$ cat src/rtl/debounce_sync_if.sv
// debounce_sync_if: raw button input and debounced outputs of debounce_sync
// Carries bounce_cnt only when DEBOUNCE_BOUNCE_CNT_EN is defined.
interface debounce_sync_if;
    logic       btn_in;
    logic       db_level;
    logic       rise_tick;
    logic       fall_tick;
    logic       busy;
`ifdef DEBOUNCE_BOUNCE_CNT_EN
    logic [7:0] bounce_cnt;
`endif

    modport master (
        output btn_in,
        input  db_level,
        input  rise_tick,
        input  fall_tick,
        input  busy
`ifdef DEBOUNCE_BOUNCE_CNT_EN
        , input bounce_cnt
`endif
    );

    modport slave (
        input  btn_in,
        output db_level,
        output rise_tick,
        output fall_tick,
        output busy
`ifdef DEBOUNCE_BOUNCE_CNT_EN
        , output bounce_cnt
`endif
    );
endinterface

$ cat src/rtl/debounce_sync.sv
// debounce_sync: synchronizes a raw button and debounces it with a stable-time counter FSM
// Optional DEBOUNCE_BOUNCE_CNT_EN adds a saturating 8-bit count of aborted transitions.
module debounce_sync #(
    parameter int SYNC_STAGES = 2,
    parameter int STABLE_CNT  = 1000000,
    parameter int CNT_W       = 20
) (
    input  logic          clk,
    input  logic          rst_n,
    debounce_sync_if.slave bus
);
    typedef enum logic [1:0] {ZERO, WAIT_ONE, ONE, WAIT_ZERO} state_t;

    localparam logic [CNT_W-1:0] LAST = CNT_W'(STABLE_CNT - 1);

    if (SYNC_STAGES < 2 || STABLE_CNT < 1 || (longint'(1) << CNT_W) < longint'(STABLE_CNT)) begin : g_bad_params
        $error("debounce_sync: illegal SYNC_STAGES/STABLE_CNT/CNT_W combination");
    end

    state_t                 state_q, state_d;
    logic [SYNC_STAGES-1:0] sync_q;
    logic [CNT_W-1:0]       cnt_q, cnt_d;
    logic                   level_q, level_d;
    logic                   rise_q, rise_d;
    logic                   fall_q, fall_d;
    logic                   busy_q, busy_d;
    logic                   s;

    assign s = sync_q[SYNC_STAGES-1];

    // Shift the raw input through the synchronizer chain; only its last stage is ever used.
    always_ff @(posedge clk or negedge rst_n) begin
        if (!rst_n) sync_q <= '0;
        else        sync_q <= {sync_q[SYNC_STAGES-2:0], bus.btn_in};
    end

    // Time candidate transitions on s; cnt falls back to 0 whenever a WAIT state is not continuing.
    always_comb begin
        state_d = state_q;
        cnt_d   = '0;
        level_d = level_q;
        rise_d  = 1'b0;
        fall_d  = 1'b0;
        case (state_q)
            ZERO:     if (s) state_d = WAIT_ONE;
            WAIT_ONE: begin
                if (!s) state_d = ZERO;
                else if (cnt_q == LAST) begin
                    state_d = ONE;
                    level_d = 1'b1;
                    rise_d  = 1'b1;
                end else cnt_d = cnt_q + 1'b1;
            end
            ONE:      if (!s) state_d = WAIT_ZERO;
            default: begin
                if (s) state_d = ONE;
                else if (cnt_q == LAST) begin
                    state_d = ZERO;
                    level_d = 1'b0;
                    fall_d  = 1'b1;
                end else cnt_d = cnt_q + 1'b1;
            end
        endcase
        busy_d = (state_d == WAIT_ONE) || (state_d == WAIT_ZERO);
    end

    // Register FSM state, counter and all outputs so downstream logic sees glitch-free levels.
    always_ff @(posedge clk or negedge rst_n) begin
        if (!rst_n) begin
            state_q <= ZERO;
            cnt_q   <= '0;
            level_q <= 1'b0;
            rise_q  <= 1'b0;
            fall_q  <= 1'b0;
            busy_q  <= 1'b0;
        end else begin
            state_q <= state_d;
            cnt_q   <= cnt_d;
            level_q <= level_d;
            rise_q  <= rise_d;
            fall_q  <= fall_d;
            busy_q  <= busy_d;
        end
    end

    assign bus.db_level  = level_q;
    assign bus.rise_tick = rise_q;
    assign bus.fall_tick = fall_q;
    assign bus.busy      = busy_q;

`ifdef DEBOUNCE_BOUNCE_CNT_EN
    logic       abort;
    logic [7:0] bcnt_q;

    assign abort = (state_q == WAIT_ONE && !s) || (state_q == WAIT_ZERO && s);

    // Count aborted candidates, holding at 255 rather than wrapping.
    always_ff @(posedge clk or negedge rst_n) begin
        if (!rst_n)                       bcnt_q <= '0;
        else if (abort && bcnt_q != 8'hFF) bcnt_q <= bcnt_q + 8'd1;
    end

    assign bus.bounce_cnt = bcnt_q;
`endif
endmodule

$ cat src/flat_wrapper.sv
// flat-port wrapper written by rule: the top's interface ports become plain ports
module debounce_sync_flat 
#(
    parameter int SYNC_STAGES = 2,
    parameter int STABLE_CNT  = 1000000,
    parameter int CNT_W       = 20
)
  (clk, rst_n, bus_btn_in, bus_db_level, bus_rise_tick, bus_fall_tick, bus_busy);
  debounce_sync_if bus_i ();
  input  logic clk;
  input  logic rst_n;
  input wire logic [$bits(bus_i.btn_in)-1:0] bus_btn_in;
  output wire logic [$bits(bus_i.db_level)-1:0] bus_db_level;
  output wire logic [$bits(bus_i.rise_tick)-1:0] bus_rise_tick;
  output wire logic [$bits(bus_i.fall_tick)-1:0] bus_fall_tick;
  output wire logic [$bits(bus_i.busy)-1:0] bus_busy;
  assign bus_i.btn_in = bus_btn_in;
  assign bus_db_level = bus_i.db_level;
  assign bus_rise_tick = bus_i.rise_tick;
  assign bus_fall_tick = bus_i.fall_tick;
  assign bus_busy = bus_i.busy;
  debounce_sync #(.SYNC_STAGES(SYNC_STAGES), .STABLE_CNT(STABLE_CNT), .CNT_W(CNT_W)) u_core (.clk(clk), .rst_n(rst_n), .bus(bus_i));
endmodule
$ cat config.mk
export PLATFORM = sky130hd
export DESIGN_NAME = debounce_sync_flat
export DESIGN_NICKNAME = d
export VERILOG_FILES = /design/src/rtl/debounce_sync_if.sv /design/src/rtl/debounce_sync.sv /design/src/flat_wrapper.sv
export SDC_FILE = /design/constraint.sdc
export NUM_CORES = 1
export LEC_CHECK = 0
export BUFFER_PORTS_ARGS = -buffer_cell sky130_fd_sc_hd__buf_2
export CORE_AREA = 5 5 63 65
export DETAILED_ROUTE_END_ITERATION = 8
export DIE_AREA = 0 0 68 70
export PLACE_DENSITY_LB_ADDON = 0.08
export SLEW_MARGIN = 30
export SYNTH_ARGS = -nofsm -noshare
export SYNTH_HDL_FRONTEND = slang
export SYNTH_SLANG_ARGS = --single-unit
$ cat constraint.sdc
create_clock -name clk -period 2.7 [get_ports clk]
set_input_delay 0.54 -clock clk [delete_from_list [all_inputs] [get_ports clk]]
set_output_delay 0.54 -clock clk [all_outputs]
set_load 0.03 [all_outputs]
Word-level counts from Yosys, hierarchy flattened
Cells that the tools add are included.
Operators by class
  $add $sub $neg: 1
  eq/ne operators: 7
  muxes and demuxes: 21
  bitwise logic cells: 1
  reductions and logical operators: 5
Operators with widths (count)
  $mux W20: 3
  $pmux W20 S2: 1
  $add A20 B1 Y20 const B: 1
  $eq A20 B20 Y1 const B: 1
  $mux W2: 6
  $mux W1: 9
  $pmux W2 S3: 1
  $eq A2 B1 Y1 const B: 2
  $eq A2 B2 Y1 const B: 2
  $reduce_and A4 Y1: 1
  $reduce_or A3 Y1: 1
  $logic_not A2 Y1: 1
  $ne A2 B1 Y1 const B: 1
  $ne A2 B2 Y1 const B: 1
  $pmux W1 S2: 1
  $reduce_or A2 Y1: 1
  $logic_or A1 B1 Y1: 1
  $not A1 Y1: 1
Word-level totals
  register bits: 28
  input bits: 3
  output and inout port bits: 4
  word-level logic and storage cells: 42

Longest topological paths before layout
  word-level depth: 6
  depth in mapped cells: 6
  depth with buffers taken out: 5

Worst setup path before layout
OpenSTA, ideal clock, no wires.
  kind: register to register
  start: register u_core.cnt_q[0]
  end: register u_core.level_q, in the netlist u_core.bus.db_level
  arrival: 1916 ps
  path slack: 660 ps
  stages on the path, launching flop included: 6
  path buffers: 0
  period minus slack after synthesis: 2040 ps
  path through: dfrtp_1 ha_1 nand3_1 or4_4 or3_4 a211o_1
On the way
  cells in the longest elaborated chain, start to end: 2
RTL lines
  from (decl): line debounce_sync.sv:22  | logic [CNT_W-1:0] cnt_q, cnt_d;
  from (signal assigned): line debounce_sync.sv:78  | cnt_q <= cnt_d;
  $eq A20 B20 Y1: line debounce_sync.sv:48, debounce_sync.sv:57
  $reduce_and A4 Y1 (no line)
  to (signal assigned): line debounce_sync.sv:79  | level_q <= level_d;
  to (decl): line debounce_sync.sv:23  | logic level_q, level_d;
Every way passes these cells.
A chain may end at the register's enable or synchronous reset.

Worst setup path after layout
Ends and elaborated chain as after synthesis.

==> results.yml <==
drt:
  wl_met2_um: 1090
  routed_wirelength_um: 2270
  drt_pass1_iterations: 4
  vias_per_cell: 5.11
  wl_met1_um: 1070
  highest_layer: "met4"
  wl_met3_um: 75
  avgRoutedWirePerCell_um: 12.9
  routed-via-count: 900
  drc: 0
  dr.first_iter.drc_count: 38
  antenna_left: 0
pwr:
  p_leak_nw: 0.553
  p_clk_frac: 0.289
  internal-power_w: 0.000470
  p_per_area_nw_per_um2: 452
  seq_power_share: 0.674
  swShare: 0.231
  irDropWorstVdd_uv: 168
  pwr-share-comb: 0.037
  switchingPower_w: 0.000141
  finalPower_w: 0.000610
timing:
  finalCritPeriodShare: 0.814
  finalSetupViolations: 0
  fmax_mhz: 455
  relSlewSlack: 0.601
  drv_slew: 0
  period_minus_slack_ns: 2.20
  fin_setup_tns_ns: 0
  hold_violations: 0
  rsz0062_at_grt: "no"
  tightestPinTransition_ns: 0.599
  final.setup_skew_ns: 0.00412
  layout_setup_ws_ns: 0.503
logic_synthesis:
  ys_seq_area_frac: 0.545
  yosysWarnings: 0
  syn_area_sq_um: 1240
  synth_cell_types: 30
  synth-seq-cells: 27
  syn-mean-instance-area_sq_um: 10.2
  netlist_instances: 122
  synth_top_area_cell: "dfrtp_1"
  yosys-top-cells-area: "dfrtp_1 (54%), xnor2_1 (7.1%), nor2_1 (4.8%)"
  netlist.area_leader.share: 0.545
  synth_nets: 126
place:
  hpwl_um: 1590
  dpl_worst_slack_ns: 0.509
  place.gp.congestion: 0.769
  numPortBuffers: 6
  dpl_cell_area_sq_um: 1320
die:
  die_height_um: 70
  num_rows: 21
  initial_core_util: 0.378
  io-pin-count: 7
  die_w_um: 68
  die-area_sq_um: 4760
  core_sq_um: 3280
global_routing:
  track_usage: 0.107
  grt_pass1_vias: 837
  grt_overflow_total: 0
  grt_first_pass_wirelength_um: 3880
  antenna_found_initial: 0
  grt_max_degree: 28
clock_network:
  clk_pin_slew_worst_paths_ns: 0.15
  clkSinkCount: 27
  cts_tree: "yes"
  clockBufferDepth: 2
  clock_latency_ns: 0.32
  ctsResizeCount: 0
  cts_hold_buf: 0
  root_buffer: "clkbuf_4"
  cts.htree.levels: 1
  cts_made_buffers: 3
  post_cts_buffers: 0
critical_path:
  crit_path_max_incr_delay_ns: 0.59
  crit_path_end_kind: "register"
  crit_arrival_ns: 2.42
  start_kind: "register"
  worstSetupPathType: "register to register"
  path_max_fanout: 6
  cp.required_ns: 2.93
  slowest_stage: "or4_4"
  path_cells: "ha_1 > nand3_1 > or4_4 > or3_4 > a211o_1"
final_layout:
  n_antenna_cell: 0
  layout_commonest_cell: "dfrtp_1"
  drive_gt1_frac: 0.138
  area_delta_synth_final_pct: 8.98
  nFillCells: 321
  final_area_sq_um: 1350
  nNetsFinal: 135
  fin_util: 0.411
  final_cell_mix: "dfrtp_1 (27), nor2_1 (16), xnor2_1 (10)"
status:
  status: "completed"
flow_run:
  cap_violations: 0
hold_path:
  hp-class: "primary input to async pin"
cell families (layout without fill, tap and decap cells):
logic type / count (synthesis) / after routing / synth area share
buffers and inverters: 12 / 20 / 0.0393
AND/OR/NAND/NOR: 52 / 52 / 0.230
AO/OA/AOI/OAI: 17 / 17 / 0.0817
multiplexers: 1 / 1 / 0.00908
flip-flops: 27 / 27 / 0.545
adder cells (fa/ha/maj): 1 / 1 / 0.0101
XOR/XNOR: 12 / 12 / 0.0848
layout make-up:
class	instances	area [sq um]	share of cell area
Clock buffer	3	22.5	0.0167
Sequential cell	27	676	0.500
Multi-Input combinational cell	83	515	0.381
Clock inverter	1	5.00	0.00370
Inverter	8	30.0	0.0222
Tap cell	46	57.6	0.0426
Timing Repair Buffer	8	45.0	0.0333
Yosys cell counts:
master	number
nor2_1	16
o31ai_1	3
or3_4	1
xnor2_1	10
nand4_2	1
a211o_1	1
clkbuf_2	1
ha_1	1
or4_1	5
nor3_1	4
nand2_1	5
buf_2	2
nor4_1	3
inv_1	8
xor2_1	2
or4_4	1
nand3_1	7
or3_2	2
nand4_1	2
nand2b_1	1
and2_1	1
nor3b_1	1
dfrtp_1	27
clkbuf_1	1
o21ai_0	4
a21oi_1	7
o211ai_1	1
or3_1	2
a21boi_0	1
mux2_2	1
power groups by stage:
stage | Clock (W) | Combinational (W) | Sequential [W]
final | 0.000176 | 0.0000226 | 0.000411
after global routing | 0.000202 | 0.0000277 | 0.000412
after CTS | 0.000188 | 0.0000240 | 0.000412
after detailed placement | 0 | 0.0000239 | 0.000419
after global placement | 0 | 0.0000236 | 0.000419
after floorplan | 0 | 0.00000832 | 0.000420
registers in the layout (all words and copies together) (netlist names):
register	count
u_core.bus.rise_tick	1
u_core.bus.fall_tick	1
u_core.cnt_q	20
u_core.sync_q	2
u_core.state_q	2
u_core.bus.db_level	1
critical path: cells and delay by family (launching register included):
kind,cells,cell delay (ns)
AND/OR/NAND/NOR,3,1.18
flip-flops,1,0.43
AO/OA/AOI/OAI,1,0.30
adder cells (fa/ha/maj),1,0.20
through the flow:
| stage | instances | hold WS [ns] |
|---|---|---|
| final | 176 | 0.195 |
| after global routing | 176 | 0.239 |
| after CTS | 176 | 0.213 |
| after detailed placement | 172 | 0.342 |
| after global placement | 172 | 0.332 |
| after floorplan | 122 | 0.244 |
metal layers:
| metal | up-vias | track usage |
|---|---|---|
| li1 | 441 | - |
| met5 | - | 0 |
| met3 | 4 | 0.0192 |
| met4 | 0 | 0.0464 |
| met1 | 440 | 0.149 |
| met2 | 15 | 0.158 |
worst paths after layout:
kind / from / end / slack (ns) / depth (start not counted)
hold reg to reg: u_core.sync_q[0] / u_core.sync_q[1] / 0.37 / 0
setup reg to reg: u_core.cnt_q[0] / u_core.bus.db_level / 0.50 / 5
hold / removal: rst_n / u_core.cnt_q[16] / 0.19 / 1
max in group asynchronous: rst_n / u_core.sync_q[0] / 2.12 / 1
setup / recovery: u_core.cnt_q[0] / u_core.bus.db_level / 0.50 / 5
min in group clk: bus_btn_in / u_core.sync_q[0] / 0.31 / 1
No activity file was read; power rests on OpenSTA's default activity.
